$ cat config.mk
export PLATFORM = sky130hd
export DESIGN_NAME = axi4_sram_bist_mst
export DESIGN_NICKNAME = d
export VERILOG_FILES = /design/src/rtl/axi4_sram_bist_mst.sv
export SDC_FILE = /design/constraint.sdc
export NUM_CORES = 1
export LEC_CHECK = 0
export CORE_AREA = 5 5 183 185
export CTS_CLUSTER_DIAMETER = 50
export CTS_CLUSTER_SIZE = 12
export DETAILED_ROUTE_END_ITERATION = 8
export DIE_AREA = 0 0 188 190
export PLACE_DENSITY_LB_ADDON = 0.12
export SLEW_MARGIN = 20
export SYNTH_ARGS = -nofsm -noshare
export SYNTH_HDL_FRONTEND = slang
export SYNTH_SLANG_ARGS = --single-unit
export TNS_END_PERCENT = 30
$ cat constraint.sdc
create_clock -name clk_i -period 3.75 [get_ports clk_i]
set_input_delay 0.75 -clock clk_i [delete_from_list [all_inputs] [get_ports clk_i]]
set_output_delay 0.75 -clock clk_i [all_outputs]
set_load 0.02 [all_outputs]
$ cat src/rtl/axi4_sram_bist_mst.sv
// AXI4 SRAM BIST master: writes a seeded word pattern over a region in INCR bursts,
// reads it back, and counts mismatching beats and error responses.
module axi4_sram_bist_mst #(
    parameter int unsigned           ADDR_WIDTH = 32,
    parameter int unsigned           DATA_WIDTH = 32,
    parameter int unsigned           ID_WIDTH   = 4,
    parameter logic [ADDR_WIDTH-1:0] BASE_ADDR  = '0,
    parameter int unsigned           WORD_DEPTH = 512,
    parameter int unsigned           BURST_LEN  = 4
) (
    input  logic                    clk_i,
    input  logic                    rst_n_i,
    input  logic                    start_i,
    input  logic [31:0]             seed_i,
    output logic                    busy_o,
    output logic                    done_o,
    output logic                    pass_o,
    output logic [15:0]             err_cnt_o,
    output logic [ADDR_WIDTH-1:0]   first_err_addr_o,
    output logic [ID_WIDTH-1:0]     awid,
    output logic [ADDR_WIDTH-1:0]   awaddr,
    output logic [7:0]              awlen,
    output logic [2:0]              awsize,
    output logic [1:0]              awburst,
    output logic                    awvalid,
    input  logic                    awready,
    output logic [DATA_WIDTH-1:0]   wdata,
    output logic [DATA_WIDTH/8-1:0] wstrb,
    output logic                    wlast,
    output logic                    wvalid,
    input  logic                    wready,
    input  logic [ID_WIDTH-1:0]     bid,
    input  logic [1:0]              bresp,
    input  logic                    bvalid,
    output logic                    bready,
    output logic [ID_WIDTH-1:0]     arid,
    output logic [ADDR_WIDTH-1:0]   araddr,
    output logic [7:0]              arlen,
    output logic [2:0]              arsize,
    output logic [1:0]              arburst,
    output logic                    arvalid,
    input  logic                    arready,
    input  logic [ID_WIDTH-1:0]     rid,
    input  logic [DATA_WIDTH-1:0]   rdata,
    input  logic [1:0]              rresp,
    input  logic                    rlast,
    input  logic                    rvalid,
    output logic                    rready
);

    localparam int unsigned STRB_W  = DATA_WIDTH / 8;
    localparam int unsigned SIZE    = $clog2(STRB_W);
    localparam int unsigned N_BURST = WORD_DEPTH / BURST_LEN;
    localparam int unsigned IDX_W   = $clog2(WORD_DEPTH + 1);
    localparam int unsigned BEAT_W  = 8;

    typedef enum logic [2:0] {
        S_IDLE, S_WR_ADDR, S_WR_DATA, S_WR_RESP, S_RD_ADDR, S_RD_DATA, S_DONE
    } state_t;

    state_t              state_q, state_d;
    logic [31:0]         seed_q;
    logic [IDX_W-1:0]    word_q;
    logic [IDX_W-1:0]    burst_q;
    logic [BEAT_W-1:0]   beat_q;
    logic                start_ok, aw_hs, w_hs, b_hs, ar_hs, r_hs;
    logic                last_beat, last_burst, wr_err, rd_err, err_ev;
    logic [ADDR_WIDTH-1:0] err_addr;
    logic                unused_id;

    // Upper half of a 64-bit word is the inverse of the lower half
    function automatic logic [DATA_WIDTH-1:0] pattern(input logic [31:0] seed,
                                                      input logic [IDX_W-1:0] idx);
        logic [31:0] lo;
        lo = seed + 32'(idx);
        return DATA_WIDTH'({~lo, lo});
    endfunction

    function automatic logic [ADDR_WIDTH-1:0] word_addr(input logic [IDX_W-1:0] idx);
        return BASE_ADDR + (ADDR_WIDTH'(idx) << SIZE);
    endfunction

    assign awid    = '0;
    assign awlen   = 8'(BURST_LEN - 1);
    assign awsize  = 3'(SIZE);
    assign awburst = 2'b01;
    assign wstrb   = '1;
    assign arid    = '0;
    assign arlen   = 8'(BURST_LEN - 1);
    assign arsize  = 3'(SIZE);
    assign arburst = 2'b01;
    assign unused_id = ^{bid, rid};

    assign start_ok   = (state_q == S_IDLE) && start_i;
    assign aw_hs      = awvalid && awready;
    assign w_hs       = wvalid && wready;
    assign b_hs       = bready && bvalid;
    assign ar_hs      = arvalid && arready;
    assign r_hs       = rready && rvalid;
    assign last_beat  = (beat_q == BEAT_W'(BURST_LEN - 1));
    assign last_burst = (burst_q == IDX_W'(N_BURST - 1));

    // A read beat with several faults still counts as a single error
    assign wr_err   = b_hs && (bresp != 2'b00);
    assign rd_err   = r_hs && ((rdata != pattern(seed_q, word_q)) || (rresp != 2'b00) ||
                               (rlast != last_beat));
    assign err_ev   = wr_err || rd_err;
    assign err_addr = wr_err ? awaddr : word_addr(word_q);

    always_ff @(posedge clk_i or negedge rst_n_i) begin
        if (!rst_n_i) state_q <= S_IDLE;
        else          state_q <= state_d;
    end

    always_comb begin
        state_d = state_q;
        unique case (state_q)
            S_IDLE:    if (start_i) state_d = S_WR_ADDR;
            S_WR_ADDR: if (aw_hs) state_d = S_WR_DATA;
            S_WR_DATA: if (w_hs && last_beat) state_d = S_WR_RESP;
            S_WR_RESP: if (b_hs) state_d = last_burst ? S_RD_ADDR : S_WR_ADDR;
            S_RD_ADDR: if (ar_hs) state_d = S_RD_DATA;
            S_RD_DATA: if (r_hs && last_beat) state_d = last_burst ? S_DONE : S_RD_ADDR;
            S_DONE:    state_d = S_IDLE;
            default:   state_d = S_IDLE;
        endcase
    end

    // Channel controls are registered from the next state so valids never see ready
    always_ff @(posedge clk_i or negedge rst_n_i) begin
        if (!rst_n_i) begin
            awvalid          <= 1'b0;
            wvalid           <= 1'b0;
            bready           <= 1'b0;
            arvalid          <= 1'b0;
            rready           <= 1'b0;
            busy_o           <= 1'b0;
            done_o           <= 1'b0;
            pass_o           <= 1'b0;
            err_cnt_o        <= '0;
            first_err_addr_o <= '0;
            awaddr           <= '0;
            araddr           <= '0;
            wdata            <= '0;
            wlast            <= 1'b0;
            seed_q           <= '0;
            word_q           <= '0;
            burst_q          <= '0;
            beat_q           <= '0;
        end else begin
            awvalid <= (state_d == S_WR_ADDR);
            wvalid  <= (state_d == S_WR_DATA);
            bready  <= (state_d == S_WR_RESP);
            arvalid <= (state_d == S_RD_ADDR);
            rready  <= (state_d == S_RD_DATA);
            busy_o  <= (state_d != S_IDLE) && (state_d != S_DONE);
            done_o  <= (state_d == S_DONE);

            if (start_ok) begin
                seed_q           <= seed_i;
                word_q           <= '0;
                burst_q          <= '0;
                beat_q           <= '0;
                awaddr           <= BASE_ADDR;
                err_cnt_o        <= '0;
                first_err_addr_o <= '0;
                pass_o           <= 1'b0;
            end

            if (aw_hs) begin
                beat_q <= '0;
                wlast  <= (BURST_LEN == 1);
                wdata  <= pattern(seed_q, word_q);
            end

            if (w_hs) begin
                word_q <= word_q + IDX_W'(1);
                wdata  <= pattern(seed_q, word_q + IDX_W'(1));
                if (last_beat) begin
                    beat_q <= '0;
                    wlast  <= 1'b0;
                end else begin
                    beat_q <= beat_q + BEAT_W'(1);
                    wlast  <= ((beat_q + BEAT_W'(1)) == BEAT_W'(BURST_LEN - 1));
                end
            end

            if (b_hs) begin
                if (last_burst) begin
                    burst_q <= '0;
                    word_q  <= '0;
                    araddr  <= BASE_ADDR;
                end else begin
                    burst_q <= burst_q + IDX_W'(1);
                    awaddr  <= word_addr(word_q);
                end
            end

            if (ar_hs) beat_q <= '0;

            if (r_hs) begin
                word_q <= word_q + IDX_W'(1);
                if (last_beat) begin
                    beat_q  <= '0;
                    burst_q <= burst_q + IDX_W'(1);
                    araddr  <= word_addr(word_q + IDX_W'(1));
                end else begin
                    beat_q <= beat_q + BEAT_W'(1);
                end
            end

            if (err_ev) begin
                if (err_cnt_o == 16'd0)     first_err_addr_o <= err_addr;
                if (err_cnt_o != 16'hFFFF) err_cnt_o <= err_cnt_o + 16'd1;
            end

            if (state_d == S_DONE) pass_o <= (err_cnt_o == 16'd0) && !err_ev;
        end
    end

endmodule

Word level (Yosys, flattened, before mapping). Index checks and enable logic that the tools add are counted.

Output and inout port bits: 191. Register bits after elaboration: 216. Bits of input ports: 85.

$add $sub $neg: 6. Mux-type cells: 46. Reduce and logical (&&, ||, !) cells: 24. Equality and inequality tests: 18.

Operator list (count): 32-bit 2-to-1 mux (13); 10-bit 2-to-1 mux (10); 32-bit by 10-bit adder with 32-bit output (2); 16-bit 2-to-1 mux (3); 8-bit 2-to-1 mux (6); 32-bit inequality test (1); 3-bit 2-to-1 mux (7); 10-bit by 1-bit adder with 10-bit output (second input constant) (2); 3-bit case mux with 6 select lines (1); 16-bit by 1-bit adder with 16-bit output (second input constant) (1); 8-bit by 2-bit == test with 1-bit output (second input constant) (2); 16-bit zero test (1); 16-bit inequality test (second input constant) (1); 3-bit == test (second input constant) (5); 3-bit by 2-bit == test with 1-bit output (second input constant) (4); 1-bit logical AND (12); 10-bit by 7-bit == test with 1-bit output (second input constant) (1); 8-bit by 1-bit adder with 8-bit output (second input constant) (1); 2-bit nonzero test (4); 3-bit by 1-bit == test with 1-bit output (second input constant) (2); 1-bit 2-to-1 mux (5); 5-bit nonzero test (1); 3-bit zero test (1); 1-bit logical OR (3); other kinds (5) (5).

Logic depth before layout (Yosys ltp).
Word-level depth: 9. Depth in mapped cells: 16. Gate-level depth less buffers: 16.

Worst setup path after synthesis. OpenSTA, ideal clock, no wires.

Path type: register to register. Start point: reg word_q[0]. End point: reg err_cnt_o[10]. Path slack: 0.218 ns. Path buffers: 1. Cell stages (with the launch flop): 14. Arrival: 3.406 ns. Period minus slack after synthesis: 3.532 ns. Cell sequence: dfrtp_1 -> ha_1 -> fa_1 -> a211oi_2 -> o32ai_2 -> o21a_1 -> nor2_1 -> xnor3_1 -> a2111oi_0 -> nand4_1 -> nor3b_4 -> nor2_2 -> buf_6 -> a221o_1.

Longest elaborated chain between the ends: 7.

RTL lines: from (decl) (line 63) `logic [IDX_W-1:0] word_q;`; from (signal assigned) (line 177) `word_q <= word_q + IDX_W'(1);`; from (signal assigned) (line 202) `word_q <= word_q + IDX_W'(1);`; 32-bit by 10-bit adder with 32-bit output (line 75) `lo = seed + 32'(idx);`; 32-bit inequality test (line 105) `assign rd_err = r_hs && ((rdata != pattern(seed_q, word_q)) || (rresp != 2'b00) ||`; 1-bit logical OR (2 in a row) (line 105); 1-bit logical AND (line 105); 1-bit logical OR (line 107) `assign err_ev = wr_err || rd_err;`; 16-bit 2-to-1 mux (line 212) `if (err_ev) begin`; to (signal assigned) (line 214) `if (err_cnt_o != 16'hFFFF) err_cnt_o <= err_cnt_o + 16'd1;`; to (decl) (line 18) `output logic [15:0] err_cnt_o,`.

No other way between the ends. A chain may end at the register's enable or synchronous reset.

Worst setup path in the final report.
Start point: reg seed_q[0]. End point: reg err_cnt_o[7].

Longest elaborated chain between the ends: 7.

RTL lines: from (decl) (line 62) `logic [31:0] seed_q;`; from (signal assigned) (line 160) `seed_q <= seed_i;`; 32-bit by 10-bit adder with 32-bit output (line 75); 32-bit inequality test (line 105); 1-bit logical OR (2 in a row) (line 105); 1-bit logical AND (line 105); 1-bit logical OR (line 107); 16-bit 2-to-1 mux (line 212).

No other way between the ends.

==> metrics.md <==
| Metric | Value |
|---|---|
| Status | `completed` |
| Pwr/cell area | `634 mW/mm^2` |
| IO Port Bufs | `229` |
| Worst R2R End | `err_cnt_o[7]$_DFF_PN0_` |
| Initial Utilization | `38.0%` |
| FF+latch area | `0.00541 sq mm` |
| Lkg Pwr | `7.66 nW` |
| Final cell count without fillers | `2072` |
| Crit path required time | `4.20 ns` |
| H-tree level count | `1` |
| CTS tree | `done` |
| Post-route DRC violation count | `0` |
| Core Footprint | `0.0319 sq mm` |
| Area after DPL | `0.0154 sq mm` |
| Worst slew pin tran | `0.968 ns` |
| Clock sink count | `216` |
| Boundary pin count | `276` |
| Setup slack, reg-to-reg | `0.04 ns` |
| Dpl cells | `2008` |
| Maximum vdd drop | `0.360 mV` |
| Number of synthesized flops with an enable pin | `0` |
| Global-route wire length before repair | `62400 um` |
| Synth cell types | `81` |
| # rows | `66` |
| Clk buf depth | `3` |
| Commonest cells after routing, fill and taps aside | `clkdlybuf4s50_1 (228), nand2_1 (222), dfrtp_1 (216)` |
| Drt first pass iters | `5` |
| Reg2reg path depth | `16` |
| Die area | `0.0357 sq mm` |
| Die X | `188 um` |
| Hold crit path type | `input pin to asynchronous set/reset pin` |
| Max transition margin | `35.3%` |
| Count of pins over their slew limit | `0` |
| Most common library cell in the layout ignoring fill and taps | `clkdlybuf4s50_1` |
| Initial antenna violation count | `3` |
| Asr flop ratio synth | `100%` |
| Multi-input gate area in the final layout | `0.00625 sq mm` |
| Max cap viols | `0` |
| Final setup fails | `0` |
| Arrival @ worst endpoint | `4.16 ns` |
| Chip height | `190 um` |
| Fillers | `2986` |
| Fraction of power consumed by sequential logic | `30.4%` |
| Crit path from | `seed_q[0]$_DFFE_PN0P_` |
| Crit Reg-Reg Startpoint | `seed_q[0]$_DFFE_PN0P_` |
| Seq cells post-synth | `216` |
| Synth warnings | `0` |
| CTS root buf | `clkbuf_16` |
| Final instance area | `0.0168 sq mm` |
| Logic gate share of total power | `40.1%` |
| Layout cells sized above 1 | `13.9%` |
| GPL Wtd Cong | `0.916` |
| All-Layer GR Usage | `21.6%` |
| Vias | `11000` |
| CP max FO | `5` |
| RSZ-0062 raised after global routing | `yes` |
| Total wire length | `40100 um` |
| DP Wirelength | `29400 um` |
| CP endpoint kind | `register` |
| Synth Flop Type | `dfrtp_1` |
| Switching fraction of total power | `38.1%` |
| Largest net degree at the start of global routing | `66` |
| Initial DRC Count | `685` |
| Kind of critical path | `register to register` |
| Overflow after GRT | `0` |
| Hold Fails Final Rpt | `0` |
| Vias per std cell | `5.31` |
| Clk pin slew, worst setup/hold paths | `0.06 ns` |
| Syn Inst Count | `1326` |
| Vias in the first global route | `10900` |
| Mapped Avg Cell Area | `9.15 sq um` |
| Final worst path period share | `98.9%` |
| Total CTS buffers | `31` |
| Antenna Nets Post-Route | `0` |
| Clk pwr share | `29.4%` |
| Worst setup SP type | `register` |
| Drt wl/cell | `19.3 um` |
| Nets | `1754` |
| Clk_skew | `0.0228 ns` |
| Internal power | `6.58 mW` |
| Post-Syn Area | `0.0121 sq mm` |
| Register area share after synthesis | `44.6%` |
| Antenna cell count | `0` |
| Max Freq | `0.270 GHz` |
| Area grow syn2layout | `38.2%` |
| Latest clock arrival within the worst-skew pair | `0.56 ns` |
| Tmin final | `3.71 ns` |
| Psw | `4.04 mW` |
## worst max-delay path, stage by stage, from the launching register on
cell and delay, ns:
dfrtp_1 0.38, ha_2 0.20, fa_2 0.37, a211oi_4 0.28, buf_4 0.16, o21bai_4 0.11, xnor3_1 0.28, nor4_2 0.16
nand4_1 0.14, nor4_2 0.29, nand4_1 0.20, nor3b_4 0.32, buf_4 0.18, clkbuf_16 0.13, buf_4 0.10, nor4b_1 0.04
a221o_1 0.26
## worst max-delay path by stage
stage,slack (ns),cells after the start,endpoint
2_1_floorplan,0.22,13,err_cnt_o[10]$_DFF_PN0_
3_3_place_gp,-0.1,13,err_cnt_o[11]$_DFF_PN0_
3_5_place_dp,-0.14,13,first_err_addr_o[4]$_DFF_PN0_
4_1_cts,0.01,15,first_err_addr_o[4]$_DFF_PN0_
5_1_grt,-0.08,16,err_cnt_o[7]$_DFF_PN0_
6_report,0.04,16,err_cnt_o[7]$_DFF_PN0_
## timing repair
item,CTS,global route
buffers inserted,1,5
resized for setup,11,11
hold buffers,0,0
pin swaps,7,5
cloned,0,2
endpoints found under the setup margin,46,50
## cell families (layout without fill, tap and decap cells)
logic type                 after synthesis  after routing  synth area share [%]
DFF                                    216            216                  44.6
adders and majority gates               28             28                  3.01
buffers and inverters                  141            443                  6.08
other                                    2             38                0.0619
xor gates and xnor gates                71             71                  5.58
AOI/OAI and AO/OA                      295            295                  16.7
muxes                                   27             27                  2.26
and+or+nand+nor                        546            546                  21.7
## cells in the mapped netlist (all sizes together) (5+ instances only)
cell     instances  share of area [%]
a2111oi          5               0.57
a211oi          16                1.1
a21boi           6               0.37
a21o             6               0.37
a21oi           49                2.0
a221o            9               0.74
a22o            27                1.9
a31oi           15               0.83
and2            36                1.9
and3            42                2.2
buf             65                3.7
clkbuf          50                1.5
dfrtp          216                 45
ha              26                2.7
inv             26               0.80
mux2i           24                2.0
nand2          223                6.9
nand2b          14               0.72
nand3           53                2.2
nand4           18                1.0
nor2            83                2.6
nor2b            8               0.41
nor3            27                1.1
nor3b            6               0.46
nor4            12               0.62
nor4b            7               0.51
o211ai           8               0.50
o21ai           84                3.5
o21bai           7               0.43
o22ai           10               0.52
o31ai           10               0.62
or3              6               0.31
xnor2           34                2.5
xor2            33                2.4
## power groups by stage
stage               logic, mW  registers [mW]  clock network [mW]
finish                   4.26            3.23                3.12
global route             4.65            3.29                3.31
CTS                      4.22            3.23                3.19
detailed placement       4.15            3.27                   0
global placement         4.14            3.26                   0
floorplan                2.29            3.35                   0
## cell type report
cell class	instances	share of cell area, %
clock inverter	20	1.66
sequential	216	32.2
timing repair buffer	361	20.2
clock buffer	36	4.98
multi-input combinational	1005	37.3
inverter	26	0.582
tap	408	3.04
## layer usage
layer  GRT usage, %  up-vias  share of wire [%]
li1               -     5252                  -
met1           29.4     5299                 45
met2           34.2      381                 45
met3           5.87       70                7.6
met4           5.56        4                2.5
met5              0        -              0.052
## stage by stage
step / setup slack [ns] / power, mW / util (%) / setup TNS [ns] / hold WS, ns
3_5_place_dp: -0.139 / 7.42 / 48.4 / -3.86 / 0.485
2_1_floorplan: 0.218 / 5.64 / - / 0 / 0.454
4_1_cts: 0.0114 / 10.6 / 52.1 / 0 / 0.123
5_1_grt: -0.0811 / 11.2 / 52.6 / -0.200 / 0.144
3_3_place_gp: -0.0979 / 7.39 / 48.4 / -3.17 / 0.482
6_report: 0.0417 / 10.6 / 52.6 / 0 / 0.124
## state kept, by name (all words and copies together) (netlist names), 8 cells and up
signal and count:
awaddr 32, seed_q 32, beat_q 8, word_q 10, err_cnt_o 16, araddr 32
first_err_addr_o 32, burst_q 10, wdata 32
Power figures use the tool's default switching activity.
